**src/rtl/crc_pkg.sv**
```systemverilog
// Shared definitions for the multi-channel APB CRC accelerator: register map,
// CFG field layout, bus FSM states and width normalisation.
package crc_pkg;

  localparam logic [4:0] OFF_DATA   = 5'h00;
  localparam logic [4:0] OFF_CRC    = 5'h04;
  localparam logic [4:0] OFF_POLY   = 5'h08;
  localparam logic [4:0] OFF_INIT   = 5'h0C;
  localparam logic [4:0] OFF_CFG    = 5'h10;
  localparam logic [4:0] OFF_STATUS = 5'h14;

  localparam int CH_STRIDE      = 32'h20;
  localparam int CH_LSB         = 5;
  localparam int CH_W           = 3;
  localparam int CFG_WIDTH_LSB  = 0;
  localparam int CFG_WIDTH_W    = 5;
  localparam int CFG_RELOAD_BIT = 8;

  typedef enum logic [1:0] {
    ST_IDLE,
    ST_ACCESS,
    ST_WAIT,
    ST_DONE
  } bus_state_e;

  // 0 or anything wider than the engine means "full width"
  function automatic logic [5:0] eff_width(input logic [4:0] w, input int crc_w);
    if (w == 5'd0 || int'(w) > crc_w) return 6'(crc_w);
    return {1'b0, w};
  endfunction

endpackage

```
**src/rtl/crc_serial_core.sv**
```systemverilog
// Bit-serial MSB-first CRC engine: one byte takes 8 cycles, width/poly are
// captured at the start of each byte so register writes never disturb it.
module crc_serial_core #(
  parameter int               CRC_W   = 16,
  parameter logic [CRC_W-1:0] CRC_RST = '0
) (
  input  logic             p_clk_i,
  input  logic             p_rst_i,
  input  logic [CRC_W-1:0] poly,
  input  logic [CRC_W-1:0] init,
  input  logic [5:0]       width,
  input  logic             load_init,
  input  logic [7:0]       data_byte,
  input  logic             byte_valid,
  output logic [CRC_W-1:0] crc,
  output logic             busy
);

  logic [CRC_W-1:0] crc_q, poly_q, mask_q, top_q;
  logic [CRC_W-1:0] mask_w, top_w, crc_step;
  logic [7:0]       sh_q;
  logic [2:0]       cnt_q;
  logic             busy_q, fb;

  always_comb begin
    mask_w = '0;
    for (int i = 0; i < CRC_W; i++) mask_w[i] = (i < int'(width));
    top_w = mask_w & ~(mask_w >> 1);
  end

  // top_q is one-hot on bit W-1 of the width captured for this byte
  assign fb       = (|(crc_q & top_q)) ^ sh_q[7];
  assign crc_step = ((crc_q << 1) & mask_q) ^ (fb ? poly_q : '0);

  always_ff @(posedge p_clk_i or posedge p_rst_i) begin
    if (p_rst_i) begin
      crc_q  <= CRC_RST;
      poly_q <= '0;
      mask_q <= '0;
      top_q  <= '0;
      sh_q   <= '0;
      cnt_q  <= '0;
      busy_q <= 1'b0;
    end else if (busy_q) begin
      crc_q <= crc_step;
      sh_q  <= {sh_q[6:0], 1'b0};
      cnt_q <= cnt_q - 3'd1;
      if (cnt_q == 3'd0) busy_q <= 1'b0;
    end else if (byte_valid) begin
      crc_q  <= crc_q & mask_w;
      poly_q <= poly & mask_w;
      mask_q <= mask_w;
      top_q  <= top_w;
      sh_q   <= data_byte;
      cnt_q  <= 3'd7;
      busy_q <= 1'b1;
    end else if (load_init) begin
      crc_q <= init;
    end
  end

  assign crc  = crc_q & mask_w;
  assign busy = busy_q;

endmodule

```
**src/rtl/crc_apb_multi.sv**
```systemverilog
// APB slave front end for CH_NUM independent CRC channels: decode, register
// file, error responses and the wait-state FSM that stalls on busy channels.
module crc_apb_multi
  import crc_pkg::*;
#(
  parameter int          CH_NUM    = 2,
  parameter int          CRC_W     = 16,
  parameter logic [31:0] POLY_RST  = 32'h07,
  parameter logic [31:0] INIT_RST  = 32'h00,
  parameter int          WIDTH_RST = 8
) (
  input  logic        p_clk_i,
  input  logic        p_rst_i,
  input  logic        p_sel_i,
  input  logic        p_enable_i,
  input  logic        p_we_i,
  input  logic [31:0] p_adr_i,
  input  logic [31:0] p_dat_i,
  output logic [31:0] p_dat_o,
  output logic        p_ready,
  output logic        p_slverr
);

  localparam logic [5:0] WIDTH_INI = eff_width(5'(WIDTH_RST), CRC_W);

  bus_state_e state_q, state_d;

  logic [CH_W-1:0] ch;
  logic [4:0]      off;
  logic            mapped, err, stall, fire, act, ch_busy;
  logic            is_data_wr, is_crc_rd, is_reload_wr;

  logic [CH_NUM-1:0][CRC_W-1:0] poly_q, init_q, crc_out;
  logic [CH_NUM-1:0][5:0]       width_q;
  logic [CH_NUM-1:0]            busy, byte_valid, load_init, ch_hit;

  logic [CRC_W-1:0] poly_sel, init_sel, crc_sel;
  logic [5:0]       width_sel;
  logic [31:0]      rdata;
  logic             unused_bits;

  assign ch  = p_adr_i[CH_LSB +: CH_W];
  assign off = p_adr_i[4:0];
  assign unused_bits = ^{p_adr_i[31:CH_LSB+CH_W], p_dat_i, width_sel[5]};

  always_comb begin
    ch_hit    = '0;
    poly_sel  = '0;
    init_sel  = '0;
    crc_sel   = '0;
    width_sel = '0;
    for (int i = 0; i < CH_NUM; i++) begin
      ch_hit[i] = (ch == CH_W'(i));
      if (ch_hit[i]) begin
        poly_sel  = poly_q[i];
        init_sel  = init_q[i];
        crc_sel   = crc_out[i];
        width_sel = width_q[i];
      end
    end
    ch_busy = |(ch_hit & busy);
  end

  always_comb begin
    mapped = 1'b0;
    case (off)
      OFF_DATA, OFF_CRC, OFF_POLY, OFF_INIT, OFF_CFG, OFF_STATUS: mapped = 1'b1;
      default: mapped = 1'b0;
    endcase
  end

  assign is_data_wr   = p_we_i & (off == OFF_DATA);
  assign is_crc_rd    = !p_we_i & (off == OFF_CRC);
  assign is_reload_wr = p_we_i & (off == OFF_CFG) & p_dat_i[CFG_RELOAD_BIT];

  assign err = !(|ch_hit) | !mapped
             | (p_we_i & ((off == OFF_CRC) | (off == OFF_STATUS)))
             | (!p_we_i & (off == OFF_DATA));
  assign stall = ch_busy & (is_data_wr | is_crc_rd | is_reload_wr);

  always_ff @(posedge p_clk_i or posedge p_rst_i) begin
    if (p_rst_i) state_q <= ST_IDLE;
    else         state_q <= state_d;
  end

  always_comb begin
    state_d = state_q;
    case (state_q)
      ST_IDLE:   if (p_sel_i && p_enable_i) state_d = ST_ACCESS;
      ST_ACCESS,
      ST_WAIT: begin
        if (!(p_sel_i && p_enable_i)) state_d = ST_IDLE;
        else if (!stall)             state_d = ST_DONE;
        else                         state_d = ST_WAIT;
      end
      ST_DONE:   state_d = ST_IDLE;
      default:   state_d = ST_IDLE;
    endcase
  end

  // Completion is signalled in the cycle the FSM commits to DONE, giving one
  // wait state uncontended and ready on the first cycle a stalled channel frees.
  always_comb begin
    fire = 1'b0;
    case (state_q)
      ST_ACCESS, ST_WAIT: fire = p_sel_i & p_enable_i & !stall;
      default:            fire = 1'b0;
    endcase
    act      = fire & !err;
    p_ready  = fire;
    p_slverr = fire & err;
    p_dat_o  = (act && !p_we_i) ? rdata : 32'h0;
  end

  always_comb begin
    rdata = 32'h0;
    case (off)
      OFF_CRC:    rdata = 32'(crc_sel);
      OFF_POLY:   rdata = 32'(poly_sel);
      OFF_INIT:   rdata = 32'(init_sel);
      OFF_CFG:    rdata[CFG_WIDTH_LSB +: CFG_WIDTH_W] = width_sel[4:0];
      OFF_STATUS: rdata[0] = ch_busy;
      default:    rdata = 32'h0;
    endcase
  end

  assign byte_valid = ch_hit & {CH_NUM{act & is_data_wr}};
  assign load_init  = ch_hit & {CH_NUM{act & (is_crc_rd | is_reload_wr)}};

  always_ff @(posedge p_clk_i or posedge p_rst_i) begin
    if (p_rst_i) begin
      for (int i = 0; i < CH_NUM; i++) begin
        poly_q[i]  <= POLY_RST[CRC_W-1:0];
        init_q[i]  <= INIT_RST[CRC_W-1:0];
        width_q[i] <= WIDTH_INI;
      end
    end else if (act && p_we_i) begin
      for (int i = 0; i < CH_NUM; i++) begin
        if (ch_hit[i]) begin
          case (off)
            OFF_POLY: poly_q[i]  <= p_dat_i[CRC_W-1:0];
            OFF_INIT: init_q[i]  <= p_dat_i[CRC_W-1:0];
            OFF_CFG:  width_q[i] <= eff_width(p_dat_i[CFG_WIDTH_LSB +: CFG_WIDTH_W], CRC_W);
            default: ;
          endcase
        end
      end
    end
  end

  for (genvar g = 0; g < CH_NUM; g++) begin : g_ch
    crc_serial_core #(
      .CRC_W  (CRC_W),
      .CRC_RST(INIT_RST[CRC_W-1:0])
    ) u_core (
      .p_clk_i   (p_clk_i),
      .p_rst_i   (p_rst_i),
      .poly      (poly_q[g]),
      .init      (init_q[g]),
      .width     (width_q[g]),
      .load_init (load_init[g]),
      .data_byte (p_dat_i[7:0]),
      .byte_valid(byte_valid[g]),
      .crc       (crc_out[g]),
      .busy      (busy[g])
    );
  end

endmodule
```
**config.mk**
```make
export PLATFORM = sky130hd
export DESIGN_NAME = crc_apb_multi
export DESIGN_NICKNAME = d
export VERILOG_FILES = /design/src/rtl/crc_pkg.sv /design/src/rtl/crc_serial_core.sv /design/src/rtl/crc_apb_multi.sv
export SDC_FILE = /design/constraint.sdc
export NUM_CORES = 1
export LEC_CHECK = 0
export ABC_CLOCK_PERIOD_IN_PS = 7200
export BUFFER_PORTS_ARGS = -buffer_cell sky130_fd_sc_hd__buf_2
export CAP_MARGIN = 20
export CORE_ASPECT_RATIO = 1.4
export CORE_MARGIN = 1.5
export CORE_UTILIZATION = 54
export DETAILED_ROUTE_END_ITERATION = 6
export PLACE_DENSITY = 0.76
export SYNTH_ARGS = -nofsm -noshare
export SYNTH_HDL_FRONTEND = slang
export SYNTH_SLANG_ARGS = --single-unit
```
**constraint.sdc**
```tcl
create_clock -name p_clk_i -period 7.2 [get_ports p_clk_i]
set_input_delay 1.44 -clock p_clk_i [delete_from_list [all_inputs] [get_ports p_clk_i]]
set_output_delay 1.44 -clock p_clk_i [all_outputs]
set_load 0.03 [all_outputs]
```
==> impl_metrics.ini, run 1 <==
[clocking]
htreeDepth = 1
clk_pin_slew_ps = 60
cts-resized-gates = 0
clockRootBuffer = clkbuf_16
clock_path_buffers = 3
cts_buffers = 23
ctsHoldBuffers = 0
clk_latency_ps = 510
cts_setup_buffers = 0
clock-sinks = 224
cts_tree = done

[floorplanning]
top_level_ports = 103
coreArea_um2 = 21360
rows = 63
dieArea_um2 = 22830
die_y_um = 178.2
die_w_um = 128.1
initial_utilization_pct = 55.40

[grt]
grt_pass1_vias = 9696
grt_max_degree = 150
grt_pass1_wl_um = 54360
antenna_found_initial = 1
grt.total_usage_pct = 30.72
overflow = 0

[sta]
rsz0062_at_grt = false
layout_setup_ws_ps = 1757
fin_skew_ps = 12.31
setup_viol = 0
tightestPinTransition_ps = 1014
relSlewSlack_pct = 32.06
tns_ps = 0
timing.fmax_ghz = 0.1837
period_minus_slack_ps = 5443
slew_violations = 0
final.period_utilization_pct = 75.60
finalHoldViolCount = 0

[cells_and_area]
nNetsFinal = 1288
fillers = 1780
finalCoreUtilization_pct = 60.21
ff_latch_area_um2 = 5615
layout-drive-gt1-share_pct = 17.93
multi_input_area_um2 = 5766
area_growth_pct = 8.679

[worst_setup_path]
cp_max_fo = 11
crit_arrival_ps = 4000
worstReg2RegEnd = g_ch[0].u_core.crc_q[3]$_DFFE_PP0P_
crit_type = input pin to primary output
cp.required_ps = 5760
start_kind = input pin
crit-reg2reg-launch = state_q[1]$_DFFE_PP0P_
cp-end-kind = primary output
r2r_setup_slack_ps = 4090
rr_worst_depth = 9

[route]
routedWlPerCell_um = 22.41
route.detailed.drc = 0
ant_nets = 0
drt_iter0_markers = 1141
wirelength_um = 34070
dr.pass1.iters = 5
vias = 9865
via_per_inst = 6.490

[synth]
syn_area_per_cell_um2 = 9.805
yosysWarnings = 0
ys_async_sr_fraction_pct = 100.0
synth_cell_types = 76
synth_edf_count = 0
netlist_area_um2 = 11840
synthFlopType = dfrtp_1
yosysSeqAreaShare_pct = 47.45
syn_inst = 1207
synth_seq_cells = 224

[power]
leakagePower_nw = 5.799
p_comb_share_pct = 13.1
vdd_drop_max_v = 0.0001594
p_sw_mw = 0.8884
seqPwrFrac_pct = 49.7
total_power_mw = 3.050
p_sw_share_pct = 29.13
p_per_area_nw_per_um2 = 237.1
clockPowerShare_pct = 37.2
internal_power_mw = 2.161

[placed_design]
dpl.hpwl_um = 24010
place_ws_ps = 1872
gp_routability_congestion = 0.9477
numPortBuffers = 46

[hold_path]
min_from = g_ch[1].u_core.mask_q[10]$_DFFE_PP0P_
whs_endpoint = g_ch[1].u_core.mask_q[10]$_DFFE_PP0P_
hold_class = flip-flop to flip-flop
whs_path_depth = 2

[flow_run]
maxCapViolations = 0

[status]
status = completed
[kinds of logic after synthesis]
group,after synthesis,synth area share (%)
buffers and inverters,110,4.514
adder cells (fa/ha/maj),7,0.7400
multiplexers,97,10.36
XOR/XNOR,5,0.3701
AO/OA/AOI/OAI,300,18.06
flip-flops,224,47.45
AND/OR/NAND/NOR,463,18.48
other,1,0.03169
[placed cells by master (no fill, tap or decap), types with 33 or more instances in the layout]
cell and instances:
dfrtp_1 216, a221oi_1 33, nor2_1 54, buf_2 46, mux2_2 44, nand2_1 232, nand3_1 51, mux2_4 40
o21ai_0 73
[per-layer routing]
layer | wire, µm | part of all wire, % | up-vias | GRT usage (%)
li1 | - | - | 4414 | -
met1 | 13260 | 39 | 4856 | 39.10
met2 | 16530 | 49 | 485 | 50.74
met3 | 2263 | 6.6 | 110 | 3.659
met4 | 2007 | 5.9 | 0 | 17.65
met5 | 0 | 0 | - | 0
[flip-flops by register name, indices dropped and copies added, names as in the netlist]
name	flops
g_ch.u_core.crc_q	32
g_ch.u_core.mask_q	28
g_ch.u_core.busy	2
g_ch.u_core.poly_q	32
g_ch.u_core.top_q	32
init_q	32
width_q	10
g_ch.u_core.cnt_q	6
state_q	2
poly_q	32
g_ch.u_core.sh_q	16
[metrics by stage]
| stage | hold slack (ps) | area [µm²] | instances |
|---|---|---|---|
| detailed placement | 456.8 | 12160 | 1479 |
| global route | 493.8 | 12860 | 1520 |
| floorplan | 438.6 | 11900 | 1222 |
| global placement | 450.9 | 12160 | 1479 |
| finish | 467.9 | 12860 | 1520 |
| CTS | 470.9 | 12860 | 1519 |
[synthesized netlist by cell type, drive strengths merged, types with 26 or more instances]
master / instances / area (µm²)
nand2: 237 / 919.6
dfrtp: 216 / 5405
mux2: 84 / 1096
o21ai: 78 / 390.4
nor2: 58 / 237.7
clkbuf: 55 / 206.5
nand3: 51 / 255.2
buf: 41 / 275.3
a221oi: 33 / 289.0
a22oi: 31 / 232.7
nand4: 31 / 193.9
nor3: 26 / 145.1
[worst max-delay path by stage]
stage               start         end  cells after the start
3_5_place_dp       p_we_i  p_dat_o[7]                      7
2_1_floorplan      p_we_i  p_dat_o[8]                      7
6_report           p_we_i  p_dat_o[7]                      7
5_1_grt        p_adr_i[1]  p_dat_o[4]                      9
3_3_place_gp       p_we_i  p_dat_o[7]                      7
4_1_cts            p_we_i  p_dat_o[7]                      7
[worst max-delay path: stages]
cell      delay (ps)
buf_2            180
nor2b_1          220
a32o_1           380
a31oi_2          410
nand3_1          500
a311oi_1         570
buf_2            290
[layout make-up]
| class | instances | area share [%] |
|---|---|---|
| multi-input cells | 888 | 44.83 |
| flip-flops and latches | 224 | 43.66 |
| clock buffers | 29 | 4.805 |
| well taps | 292 | 2.840 |
| repair buffers | 61 | 2.763 |
| clock inverters | 11 | 0.6518 |
| inverters | 14 | 0.4377 |
| diodes | 1 | 0.01946 |
[power groups by stage]
stage               Clock [mW]  Combinational [mW]  Sequential [mW]
floorplan                    0               0.301             1.46
global placement             0               0.380             1.53
detailed placement           0               0.396             1.53
CTS                       1.15               0.398             1.51
global route              1.20               0.454             1.52
finish                    1.13               0.400             1.52
Power figures use the tool's default switching activity.
==> run 2, diff against run 1 <==
--- a/config.mk
+++ b/config.mk
@@ -5,7 +5,7 @@
 export SDC_FILE = /design/constraint.sdc
 export NUM_CORES = 1
 export LEC_CHECK = 0
-export ABC_CLOCK_PERIOD_IN_PS = 7200
+export ABC_CLOCK_PERIOD_IN_PS = 4650
 export BUFFER_PORTS_ARGS = -buffer_cell sky130_fd_sc_hd__buf_2
 export CAP_MARGIN = 20
 export CORE_ASPECT_RATIO = 1.4
==> constraint.sdc (replaced) <==
create_clock -name p_clk_i -period 4.65 [get_ports p_clk_i]
set_input_delay 0.93 -clock p_clk_i [delete_from_list [all_inputs] [get_ports p_clk_i]]
set_output_delay 0.93 -clock p_clk_i [all_outputs]
set_load 0.03 [all_outputs]
==> run 2 against run 1 <==
  * Sequential power increased by 54%
  * Design area grew 2.2%
  * Critical path depth unchanged
  * Die area unchanged
  * First-iteration DRC count is 4.9% higher
  * Worst hold slack gained 3.7 ps
  * Register-to-register slack got worse by 2300 ps
  * Count of clock-buffer cells in the layout fell by 1
  * Flip-flop and latch count is the same
  * Setup slack worse by 1100 ps
  * Via count up 1.5%
  * Clock power rose by 92%
  * Largest cell class unchanged
==> impl_metrics.ini, run 2 (synthesis gave the netlist of run 1 again) <==
[flow_run]
maxCapViolations = 0

[power]
leakagePower_nw = 5.937
vdd_drop_max_v = 0.0002910
total_power_mw = 5.142
p_per_area_nw_per_um2 = 391.2

[clocking]
clock_path_buffers = 3
ctsHoldBuffers = 0
clock-sinks = 224
cts_tree = done
cts_setup_buffers = 0
cts-resized-gates = 0
clockRootBuffer = clkbuf_16
clk_pin_slew_ps = 60
cts_buffers = 22
htreeDepth = 1
clk_latency_ps = 510

[grt]
grt_pass1_wl_um = 54790
antenna_found_initial = 0
grt_pass1_vias = 9739
grt_max_degree = 124
overflow = 0
grt.total_usage_pct = 31.08

[route]
vias = 10010
ant_nets = 0
dr.pass1.iters = 5
routedWlPerCell_um = 22.56
route.detailed.drc = 0
wirelength_um = 34500
drt_iter0_markers = 1197
via_per_inst = 6.546

[floorplanning]
coreArea_um2 = 21360
rows = 63
top_level_ports = 103
die_w_um = 128.1
initial_utilization_pct = 55.40
dieArea_um2 = 22830
die_y_um = 178.2

[sta]
relSlewSlack_pct = 30.40
tns_ps = 0
fin_skew_ps = 10.27
slew_violations = 0
setup_viol = 0
period_minus_slack_ps = 3998
rsz0062_at_grt = false
timing.fmax_ghz = 0.2501
final.period_utilization_pct = 85.99
tightestPinTransition_ps = 1043
finalHoldViolCount = 0

[cells_and_area]
diodes = 0
finalCoreUtilization_pct = 61.52
layout-drive-gt1-share_pct = 18.76
final_cell_mix = nand2_1, dfrtp_1, o21ai_0
layout_commonest_cell = nand2_1
fin_cells = 1529
nNetsFinal = 1297
area_growth_pct = 11.05
final_area_um2 = 13140
fillers = 1743

[placed_design]
gp_routability_congestion = 0.9206
numPortBuffers = 46
placed_cells = 1489
dpl.hpwl_um = 24160
dpl_cell_area_um2 = 12260

[worst_setup_path]
path_depth = 7
crit_type = input pin to primary output
crit_arrival_ps = 3070
cp-end-kind = primary output
crit_buf_inv = 3
critical_path.cell_chain = buf_2 -> nor3_1 -> and3_1 -> buf_4 -> a32oi_1 -> a311oi_1 -> buf_2
critPathMostFrequentCell = buf_2
cp.required_ps = 3720
worstReg2RegEnd = g_ch[1].u_core.crc_q[11]$_DFFE_PP0P_
r2r_setup_slack_ps = 1740
slowest_delay_ps = 610
cp_slowest_cell = and3_1
rr_worst_depth = 6
start_kind = input pin
crit-reg2reg-launch = g_ch[1].u_core.crc_q[5]$_DFFE_PP0P_
critPathTopFamily = simple AND/OR/NAND/NOR gates
cp_max_fo = 13

[hold_path]
hold_class = flip-flop to flip-flop
min_from = g_ch[1].u_core.cnt_q[0]$_DFFE_PP0P_
whs_endpoint = g_ch[1].u_core.cnt_q[0]$_DFFE_PP0P_
whs_path_depth = 1

[status]
status = completed
## run 2: changes by cell type in the layout (fill, tap and decap cells not counted), sizes merged
cell    before  now
bufinv       1    8
clkinv      11    6
diode        1    0
buf         61   71
inv         12   11
clkbuf      29   28
## run 2: per-layer routing
layer	share of wire [%]	vias to the layer above	global-route usage [%]
met5	0	-	0
met4	6.3	0	18.91
met1	38	4910	39.53
li1	-	4425	-
met3	6.6	133	3.269
met2	49	541	51.19
## run 2: worst max-delay path by stage
| stage | to | startpoint |
|---|---|---|
| floorplan | p_dat_o[8] | p_we_i |
| global placement | p_dat_o[7] | p_adr_i[1] |
| detailed placement | p_dat_o[7] | p_adr_i[1] |
| CTS | p_dat_o[7] | p_adr_i[1] |
| global route | p_dat_o[13] | p_adr_i[1] |
| finish | p_dat_o[7] | p_adr_i[1] |
## run 2: area by class of cell
| type | instances | area (µm²) | area share (%) |
|---|---|---|---|
| Multi-Input combinational cell | 888 | 5766 | 43.87 |
| Inverter | 14 | 56.30 | 0.4284 |
| Clock inverter | 12 | 260.3 | 1.980 |
| Sequential cell | 224 | 5615 | 42.73 |
| Clock buffer | 28 | 624.3 | 4.751 |
| Tap cell | 292 | 365.4 | 2.780 |
| Timing Repair Buffer | 71 | 455.4 | 3.465 |
## run 2: stage by stage
step           hold WS, ps  setup WS [ps]
2_1_floorplan        438.6          461.8
3_3_place_gp         453.6          736.5
3_5_place_dp         457.0          741.9
4_1_cts              471.9          735.6
5_1_grt              496.9          579.2
6_report             471.6          651.6
## run 2: power breakdown
part,internal (mW),leakage [nW],switching [mW]
logic,0.248,2.54,0.380
clock network,1.39,0.436,0.776
registers,2.11,2.96,0.236
==> run 3, diff against run 2 <==
--- a/config.mk
+++ b/config.mk
@@ -5,14 +5,14 @@
 export SDC_FILE = /design/constraint.sdc
 export NUM_CORES = 1
 export LEC_CHECK = 0
-export ABC_CLOCK_PERIOD_IN_PS = 4650
+export ABC_CLOCK_PERIOD_IN_PS = 5200
 export BUFFER_PORTS_ARGS = -buffer_cell sky130_fd_sc_hd__buf_2
 export CAP_MARGIN = 20
 export CORE_ASPECT_RATIO = 1.4
 export CORE_MARGIN = 1.5
-export CORE_UTILIZATION = 54
+export CORE_UTILIZATION = 60
 export DETAILED_ROUTE_END_ITERATION = 6
-export PLACE_DENSITY = 0.76
+export PLACE_DENSITY = 0.8
 export SYNTH_ARGS = -nofsm -noshare
 export SYNTH_HDL_FRONTEND = slang
 export SYNTH_SLANG_ARGS = --single-unit
==> constraint.sdc (replaced) <==
create_clock -name p_clk_i -period 5.2 [get_ports p_clk_i]
set_input_delay 1.04 -clock p_clk_i [delete_from_list [all_inputs] [get_ports p_clk_i]]
set_output_delay 1.04 -clock p_clk_i [all_outputs]
set_load 0.03 [all_outputs]
==> run 3 against run 2 <==
  * Die area down 9.8%
  * Via count shrank 0.32%
  * Setup slack improved by 190 ps
  * Non-clock buffer count up 2
  * Largest power group unchanged
  * Flip-flop and latch count is the same
  * Utilization grew 5.6 points
==> impl_metrics.ini, run 3 (synthesis gave the netlist of run 1 again) <==
[worst_setup_path]
cp-end-kind = primary output
critical_path.cell_chain = buf_2 -> nor2b_1 -> a32o_1 -> a31oi_2 -> buf_4 -> nand3_1 -> buf_4 -> a21oi_1 -> buf_2
critPathTopFamily = buffers and inverters
slowest_delay_ps = 380
start_kind = input pin
cp.required_ps = 4160
r2r_setup_slack_ps = 2090
cp_max_fo = 11
crit_arrival_ps = 3320
crit_type = input pin to primary output
cp_slowest_cell = a32o_1
crit_buf_inv = 4

[cells_and_area]
layout_commonest_cell = nand2_1
layout-drive-gt1-share_pct = 18.50
final_cell_mix = nand2_1, dfrtp_1, o21ai_0
nNetsFinal = 1299
diodes = 0
area_growth_pct = 9.430
final_area_um2 = 12950

[sta]
final.period_utilization_pct = 83.83
tightestPinTransition_ps = 1007
slew_violations = 0
fin_skew_ps = 18.13
relSlewSlack_pct = 32.89
setup_viol = 0
fin_hold_ws_ps = 470.3
timing.fmax_ghz = 0.2294
finalHoldViolCount = 0
tns_ps = 0
period_minus_slack_ps = 4359
rsz0062_at_grt = false

[clocking]
cts_setup_buffers = 0
clock-sinks = 224
cts-resized-gates = 0
clk_latency_ps = 510
cts_buffers = 22
cts_tree = done
clockRootBuffer = clkbuf_16
clock_path_buffers = 3
clk_pin_slew_ps = 70
ctsHoldBuffers = 0
htreeDepth = 1

[floorplanning]
coreArea_um2 = 19290
initial_utilization_pct = 61.34
top_level_ports = 103
dieArea_um2 = 20590
die_w_um = 121.7
rows = 60
die_y_um = 169.2

[placed_design]
gp_routability_congestion = 0.9721
dpl.hpwl_um = 23790
dpl_cell_area_um2 = 12200
numPortBuffers = 46

[route]
vias = 9977
drt_iter0_markers = 1092
dr.pass1.iters = 7
via_per_inst = 6.714
routedWlPerCell_um = 23.33
route.detailed.drc = 0
wirelength_um = 34660
ant_nets = 0

[flow_run]
maxCapViolations = 0

[grt]
grt_max_degree = 172
grt_pass1_wl_um = 55260
overflow = 0
grt_pass1_vias = 9792
antenna_found_initial = 0
grt.total_usage_pct = 34.83

[power]
total_power_mw = 4.339
p_per_area_nw_per_um2 = 335.0
vdd_drop_max_v = 0.0002672
leakagePower_nw = 5.878

[status]
status = completed

[hold_path]
hold_class = flip-flop to flip-flop
## run 3: area by class of cell
class | instances | area (µm²)
Sequential cell | 224 | 5615
Inverter | 14 | 56.30
Fill cell | 1502 | 6342
Tap cell | 248 | 310.3
Clock buffer | 34 | 676.9
Multi-Input combinational cell | 888 | 5759
Timing Repair Buffer | 73 | 457.9
Clock inverter | 5 | 75.07
## run 3: metrics by stage
stage	utilization (%)	std cells	setup WS [ps]
global route	67.13	1486	735.1
global placement	63.23	1447	907.7
detailed placement	63.23	1447	948.1
finish	67.13	1486	841.0
CTS	67.13	1486	926.7
floorplan	-	1222	791.8
## run 3: report_power, final
| part | total, mW | leakage (nW) | switching, mW | internal (mW) |
|---|---|---|---|---|
| clock | 1.67 | 0.372 | 0.680 | 0.992 |
| sequential | 2.10 | 2.96 | 0.212 | 1.89 |
| combinational | 0.569 | 2.54 | 0.346 | 0.223 |
| total | 4.34 | 5.88 | 1.24 | 3.10 |
## run 3: worst paths after layout
kind | cells after the start | endpoint | from
max | 9 | p_dat_o[14] | p_we_i
min | 2 | g_ch[0].u_core.sh_q[1]$_DFFE_PP0P_ | g_ch[0].u_core.sh_q[1]$_DFFE_PP0P_
max reg2reg | 7 | g_ch[1].u_core.crc_q[11]$_DFFE_PP0P_ | g_ch[1].u_core.crc_q[14]$_DFFE_PP0P_
min reg2reg | 2 | g_ch[0].u_core.sh_q[1]$_DFFE_PP0P_ | g_ch[0].u_core.sh_q[1]$_DFFE_PP0P_
max in group asynchronous | 3 | init_q[4]$_DFFE_PP0P_ | p_rst_i
min in group asynchronous | 3 | g_ch[1].u_core.crc_q[11]$_DFFE_PP0P_ | p_rst_i
## run 3: per-layer routing
layer / share of wire [%] / track usage [%] / vias up
met3: 7.1 / 4.671 / 140
met1: 39 / 45.21 / 4893
li1: - / - / 4431
met5: 0 / 0 / -
met4: 6.7 / 21.23 / 0
met2: 47 / 55.51 / 513
## run 3: worst min-delay path: stages (launching register included)
cell     delay, ps
dfrtp_1        340
nand2_1         50
nand2_1         50
